===== config.mk =====
export PLATFORM = sky130hd
export DESIGN_NAME = instr_fetch_unit
export DESIGN_NICKNAME = d
export VERILOG_FILES = /design/src/rtl/instr_fetch_unit.sv
export SDC_FILE = /design/constraint.sdc
export NUM_CORES = 1
export LEC_CHECK = 0
export CAP_MARGIN = 0
export CORE_UTILIZATION = 40
export CTS_BUF_LIST = sky130_fd_sc_hd__clkbuf_8 sky130_fd_sc_hd__clkbuf_16
export DETAILED_ROUTE_END_ITERATION = 12
export PLACE_DENSITY = 0.86
export SLEW_MARGIN = 25
export SYNTH_ARGS = -nofsm -noshare
export SYNTH_HDL_FRONTEND = slang
export SYNTH_SLANG_ARGS = --single-unit

===== constraint.sdc =====
create_clock -name clk -period 2 [get_ports clk]
set_input_delay 0.3 -clock clk [delete_from_list [all_inputs] [get_ports clk]]
set_output_delay 0.3 -clock clk [all_outputs]
set_load 0.05 [all_outputs]

===== src/rtl/instr_fetch_unit.sv =====
// Instruction fetch: owns the PC, reads the combinational ROM and registers the decoded fields.
// Latency: decode outputs appear 1 cycle after Read_Address presents the instruction; 1 instr/cycle.
// Backpressure: stall freezes PC and decode regs; IFD_HALT_EN adds a HALT state on self-jumps.
module instr_fetch_unit #(
    parameter int              PC_W     = 8,
    parameter logic [PC_W-1:0] RESET_PC = '0
) (
    input  logic            clk,
    input  logic            reset,
    input  logic            run,
    input  logic            stall,
    output logic [PC_W-1:0] Read_Address,
    input  logic [7:0]      Instruction,
    output logic            instr_valid,
    output logic [1:0]      opcode,
    output logic [1:0]      rs,
    output logic [1:0]      rt,
    output logic [1:0]      rd,
    output logic [7:0]      imm,
    output logic            is_jump,
    output logic [PC_W-1:0] pc_out,
    output logic            halted
);

    typedef enum logic [1:0] {
        IDLE = 2'd0,
        RUN  = 2'd1,
        HALT = 2'd2
    } state_t;

    state_t          state_q, state_d;
    logic [PC_W-1:0] pc_q, pc_d;
    logic [PC_W-1:0] pc_out_q, pc_out_d;
    logic            instr_valid_q, instr_valid_d;
    logic [1:0]      opcode_q, opcode_d;
    logic [1:0]      rs_q, rs_d;
    logic [1:0]      rt_q, rt_d;
    logic [1:0]      rd_q, rd_d;
    logic [7:0]      imm_q, imm_d;
    logic            is_jump_q, is_jump_d;
    logic            fetch_jump;
    logic [PC_W-1:0] jump_off;
    logic [PC_W-1:0] next_pc;
`ifdef IFD_HALT_EN
    logic            halted_q, halted_d;
`endif

    // Target arithmetic wraps modulo 2^PC_W; the offset is relative to PC+1.
    always_comb begin
        fetch_jump = (Instruction[7:6] == 2'b11);
        jump_off   = PC_W'($signed(Instruction[5:0]));
        next_pc    = pc_q + PC_W'(1) + (fetch_jump ? jump_off : '0);
    end

    always_comb begin
        state_d       = state_q;
        pc_d          = pc_q;
        pc_out_d      = pc_out_q;
        instr_valid_d = 1'b0;
        opcode_d      = opcode_q;
        rs_d          = rs_q;
        rt_d          = rt_q;
        rd_d          = rd_q;
        imm_d         = imm_q;
        is_jump_d     = is_jump_q;
`ifdef IFD_HALT_EN
        halted_d      = halted_q;
`endif
        case (state_q)
            IDLE: begin
                if (run) state_d = RUN;
            end
            RUN: begin
                if (!run) begin
                    state_d = IDLE;
                end else if (!stall) begin
                    instr_valid_d = 1'b1;
                    pc_out_d      = pc_q;
                    pc_d          = next_pc;
                    opcode_d      = Instruction[7:6];
                    rs_d          = Instruction[5:4];
                    rt_d          = Instruction[3:2];
                    rd_d          = Instruction[1:0];
                    imm_d         = {{6{Instruction[1]}}, Instruction[1:0]};
                    is_jump_d     = fetch_jump;
`ifdef IFD_HALT_EN
                    // A self-loop leaves next_pc equal to pc_q, so PC already parks on the jump.
                    if (fetch_jump && (Instruction[5:0] == 6'h3F)) begin
                        state_d  = HALT;
                        halted_d = 1'b1;
                    end
`endif
                end
            end
`ifdef IFD_HALT_EN
            HALT: begin
                state_d = HALT;
            end
`endif
            default: begin
                state_d = IDLE;
            end
        endcase
    end

    always_ff @(posedge clk) begin
        if (reset) begin
            state_q       <= IDLE;
            pc_q          <= RESET_PC;
            pc_out_q      <= '0;
            instr_valid_q <= 1'b0;
            opcode_q      <= 2'b00;
            rs_q          <= 2'b00;
            rt_q          <= 2'b00;
            rd_q          <= 2'b00;
            imm_q         <= 8'h00;
            is_jump_q     <= 1'b0;
`ifdef IFD_HALT_EN
            halted_q      <= 1'b0;
`endif
        end else begin
            state_q       <= state_d;
            pc_q          <= pc_d;
            pc_out_q      <= pc_out_d;
            instr_valid_q <= instr_valid_d;
            opcode_q      <= opcode_d;
            rs_q          <= rs_d;
            rt_q          <= rt_d;
            rd_q          <= rd_d;
            imm_q         <= imm_d;
            is_jump_q     <= is_jump_d;
`ifdef IFD_HALT_EN
            halted_q      <= halted_d;
`endif
        end
    end

    assign Read_Address = pc_q;
    assign instr_valid  = instr_valid_q;
    assign opcode       = opcode_q;
    assign rs           = rs_q;
    assign rt           = rt_q;
    assign rd           = rd_q;
    assign imm          = imm_q;
    assign is_jump      = is_jump_q;
    assign pc_out       = pc_out_q;
`ifdef IFD_HALT_EN
    assign halted       = halted_q;
`else
    assign halted       = 1'b0;
`endif

endmodule


# ---- Yosys cells after proc, flatten, opt, wreduce, memory -nomap -nowiden
# Index checks and enable logic that the tools add are counted.
dict set report classes {
  mux 5
  n_div 0
  n_eq_ne 4
  n_reduce_logical 4
  n_shift 0
  addsub 2
  n_lt_le_gt_ge 0
  multipliers 0
  bitwise_logic 3
}
# cell n
set ops {}
lappend ops {{$add 8x1->8 const B} 1}
lappend ops {{$add 8x8->8} 1}
lappend ops {{$mux 8} 1}
lappend ops {{$mux 2} 2}
lappend ops {{$ne 2x2->1 const B} 2}
lappend ops {{$pmux 2 s2} 1}
lappend ops {{$not 1->1} 3}
lappend ops {{$reduce_and 3->1} 1}
lappend ops {{$reduce_or 3->1} 1}
lappend ops {{$eq 2x1->1 const B} 1}
lappend ops {{$eq 2x2->1 const B} 1}
lappend ops {{$logic_not 2->1} 1}
lappend ops {{$reduce_and 2->1} 1}
lappend ops {{$mux 1} 1}
dict set report word_totals {
  mem_bits_ro 0
  ramBits 0
  inputBits 12
  latch_bits 0
  mem_count 0
  out_inout_bits 35
  elab_cells 28
  reg_bits 30
}

# ---- Longest topological paths before layout
# Gate-level depths: netlist (run 1).
dict set report depth {
  depth_word 3
  ltp_mapped 8
  mapped_depth_nobuf 8
}

# ---- Worst setup path after synthesis (run 1)
# OpenSTA, ideal clock, no wires.
dict set report synth_path {
  kind {register -> register}
  from {register pc_q[0], in the netlist Read_Address[0]}
  to {register pc_q[6], in the netlist Read_Address[6]}
  period_less_slack_ns 2.408
  t_arrival_ns 2.287
  slack_ns -0.408
  setup_ns 0.121
  path_buffers 0
  required_time_ns 1.879
  path_stages_with_launch 9
  cell_sequence {dfxtp_1 -> inv_1 -> ha_1 -> fa_1 -> nand2b_1 -> a21oi_1 -> o2111ai_1 -> o31ai_1 -> mux2_2}
}
dict set report synth_via {
  elab_chain_len 2
}
# item line
set synth_rtl {}
lappend synth_rtl {{from (decl)} 32} ;# logic [PC_W-1:0] pc_q, pc_d;
lappend synth_rtl {{from (signal assigned)} 123} ;# pc_q <= pc_d;
lappend synth_rtl {{$add 8x1->8} 52} ;# next_pc = pc_q + PC_W'(1) + (fetch_jump ? jump_off : '0);
lappend synth_rtl {{$add 8x8->8} 52}
# No other way between the ends.
# A chain may end at the register's enable or synchronous reset.

# ---- Final worst setup path (run 1)
dict set report layout_path {
  from {input port Instruction[2]}
  to {register pc_q[5], in the netlist Read_Address[5]}
}
dict set report layout_via {
  elab_chain_len 2
}
# item line
set layout_rtl {}
lappend layout_rtl {{from (decl)} 13} ;# input logic [7:0] Instruction,
lappend layout_rtl {{$mux 8} 52}
lappend layout_rtl {{$add 8x8->8} 52}
# No other way between the ends.

==> results of run 1 <==
[worst max-delay path, delay by kind of cell]
kind | cells | cell delay (ns)
adders and majority gates | 1 | 0.30
and+or+nand+nor | 3 | 0.87
buffers and inverters | 1 | 0.43
AOI/OAI and AO/OA | 2 | 0.27
[per-layer routing]
metal / vias up / track usage / routed length (um)
met1: 636 / 0.220 / 1480
met5: - / 0 / 0
li1: 660 / - / -
met2: 48 / 0.401 / 1830
met4: 0 / 0.103 / 76
met3: 10 / 0.0306 / 158
[cells in the mapped netlist, types with 2 or more instances]
master,n
nand3b_1,2
inv_1,4
clkbuf_1,7
o2111ai_1,2
nand2_1,35
nor3b_1,2
nand3_1,4
a21oi_1,23
buf_4,9
nor2_1,7
nor2b_1,2
a211oi_1,3
dfxtp_1,27
o31ai_1,2
nor3_1,2
ha_1,6
o21ai_0,4
a31oi_1,2
nand2b_1,2
and3_1,4
[cell type report]
type                            instances  area (um^2)
Clock buffer                            3         41.3
Tap cell                               44         55.1
Sequential cell                        27          549
Timing Repair Buffer                   65          586
Inverter                                4         15.0
Multi-Input combinational cell        116          790
Clock inverter                          1         6.26
Fill cell                             267         1060
[power by group through the flow]
stage,registers [W],clock network (W),logic [W]
3_3_place_gp,0.000608,0,0.000383
2_1_floorplan,0.000686,0,0.000185
6_report,0.000597,0.000327,0.000411
4_1_cts,0.000598,0.000328,0.000410
3_5_place_dp,0.000610,0,0.000392
5_1_grt,0.000604,0.000348,0.000441
[path summary, 6_finish.rpt]
kind	endpoint	slack, ns
min reg2reg	rt[0]	0.46
max	Read_Address[5]	0.05
max reg2reg	Read_Address[6]	0.09
min	opcode[0]	0.36
[through the flow]
step	power, W	worst slack, ns	instances	utilization
6_report	0.00134	0.0460	260	0.658
3_3_place_gp	0.000991	-0.455	256	0.615
5_1_grt	0.00139	0.0129	260	0.658
3_5_place_dp	0.00100	-0.538	256	0.615
4_1_cts	0.00134	0.0255	260	0.658
2_1_floorplan	0.000870	-0.0195	164	-
[logic make-up (layout without fill, tap and decap cells)]
kind of cell | Yosys count | in the layout | share of synthesized area
and+or+nand+nor | 69 | 69 | 0.258
AOI/OAI and AO/OA | 37 | 37 | 0.159
DFF | 27 | 27 | 0.408
buffers and inverters | 21 | 73 | 0.0851
adders and majority gates | 7 | 7 | 0.0718
other | 1 | 1 | 0.00283
xor gates and xnor gates | 1 | 1 | 0.00662
muxes | 1 | 1 | 0.00851
[registers in the layout, summed over array words and instances (netlist names)]
name and cells:
rs 2, instr_valid 1, opcode 2, state_q 1, imm 2, pc_out 8
rt 2, is_jump 1, Read_Address 8
[what timing repair did]
action	in CTS	in global routing
resized for setup	20	6
buffers inserted	0	0
setup endpoints to repair	4	2
pin swaps	2	1
==> impl_metrics.ini, run 1 <==
[worst_setup_path]
r2r.worst_path.cells = 8
crit_path_cell_trace = clkdlybuf4s50_1 > and3_4 > ha_4 > o2111ai_4 > and4_4 > or4_1 > a21oi_2
crit_path_top_delay_cell = or4_1
setup.worst_path.class = in2reg
critical_path_required_ns = 2.22
crit_fanout = 3
crit_arrival_ns = 2.18
worst_setup_path_startpoint = Instruction[2]
worst_r2r_startpoint = Read_Address[0]
cpPeakStageDelay_ns = 0.48
start_kind = input port
timing.critical_path.to_type = flip-flop

[logic_synthesis]
synth-main-ff-cell = dfxtp_1
post_synthesis_net_count = 183
yosysUniqueCellTypes = 35
syn_inst = 164
syn_area_mm2 = 0.00132
ys_warn_count = 0
seq_area_frac_synth = 0.408
post-synth-top-area-fraction = 0.408
netlist_top_cells_area = dfxtp_1 (41%), nand2_1 (9.9%), a21oi_1 (8.7%)
yosysTopAreaCell = dfxtp_1
synth_edf_count = 0
synth-async-reset-ratio = 0
synth.ff_latch_count = 27
syn_area_per_cell_um2 = 8.07

[clock_network]
cts_hold_repair.buffers = 0
clockRootBuffer = clkbuf_8
clkLatencyLatePin_ns = 0.28
clk_pin_slew_worst_paths_ns = 0.10
cts_htree_levels = 1
clock_path_buffers = 2
cts_tree = built
clkSinkCount = 27
numCtsBuffers = 3

[timing]
final.setup_skew_ns = 0.00369
finalSetupTns_ns = 0
period_minus_slack_ns = 1.95
timing.max_slew.rel_slack = 0.659
post-route-period-util = 0.977
worst_margin_pin_slew_ns = 0.511
hold_ws_ns = 0.357
timing.final.max_slew_violations = 0
setup_repair_after_global_routing_missed_its_margin = false
report.final.hold_viol_count = 0
max_freq_mhz = 512
setup_viol_count_final = 0

[layout]
diodes = 0
mostFrequentLayoutCells = clkdlybuf4s50_1 (39), nand2_1 (35), dfxtp_1 (22)
drive_above_1_share = 0.231
most_frequent_standard_cell_in_the_layout_excluding_fill_and_tap_cells = clkdlybuf4s50_1
syn_to_final_growth_pct = 54.3
design.final.nets = 236
final_cell_area_mm2 = 0.00204

[global_routing]
grt_start_max_net_pins = 23
grt_pass1_vias = 1332
globalRouteOverflowTotal = 0
number_of_antenna_violations_at_the_first_check_in_global_routing = 0
grt_use_total = 0.209
grt_pass1_wl_um = 5580

[detailed_routing]
dr_total_vias = 1354
post-route-drc-count = 0
antenna_violating_nets_post_route = 0
routed_via_density = 5.21
drt-total-wl_um = 3540
drt_iter0_drc = 33
drt_first_pass_iters = 4
detail_route.wl_per_cell_um = 13.6

[power_and_ir_drop]
vdd.ir_drop.worst_mv = 0.289
power.clock.fraction = 0.245
sw_frac_of_total = 0.346
share_seq_of_total_power = 0.447
int_power_w = 0.000873
p_per_cell_area_mw_per_mm2 = 654
power_leakage_nw = 0.716
total_switching_power_w = 0.000462
combPwrFrac = 0.308

[outcome]
run_status = finished clean

[die]
die_y_um = 59.5
row_count = 20
floorplan.initialDensity = 0.427
die_area_mm2 = 0.00354
fp.dieW_um = 59.5
core_region_area_mm2 = 0.00310
io_pins = 47

[hold_path]
timing.hold.worst.class = in2reg
min_from = Instruction[6]
whs_path_depth = 3

[placed_design]
detailed_place.area_mm2 = 0.00191
dp_hpwl_um = 2560
place_congestion = 0.900
buffer_ports.inserted = 45

[run]
maxCapViolations = 0
Note: power is estimated with default switching activity, not from simulation.
==> run 2: changes to the inputs <==
CAP_MARGIN = 20   (was 0)
==> results of run 2 <==
The final DEF is identical to that of run 1; final timing and power are the same.
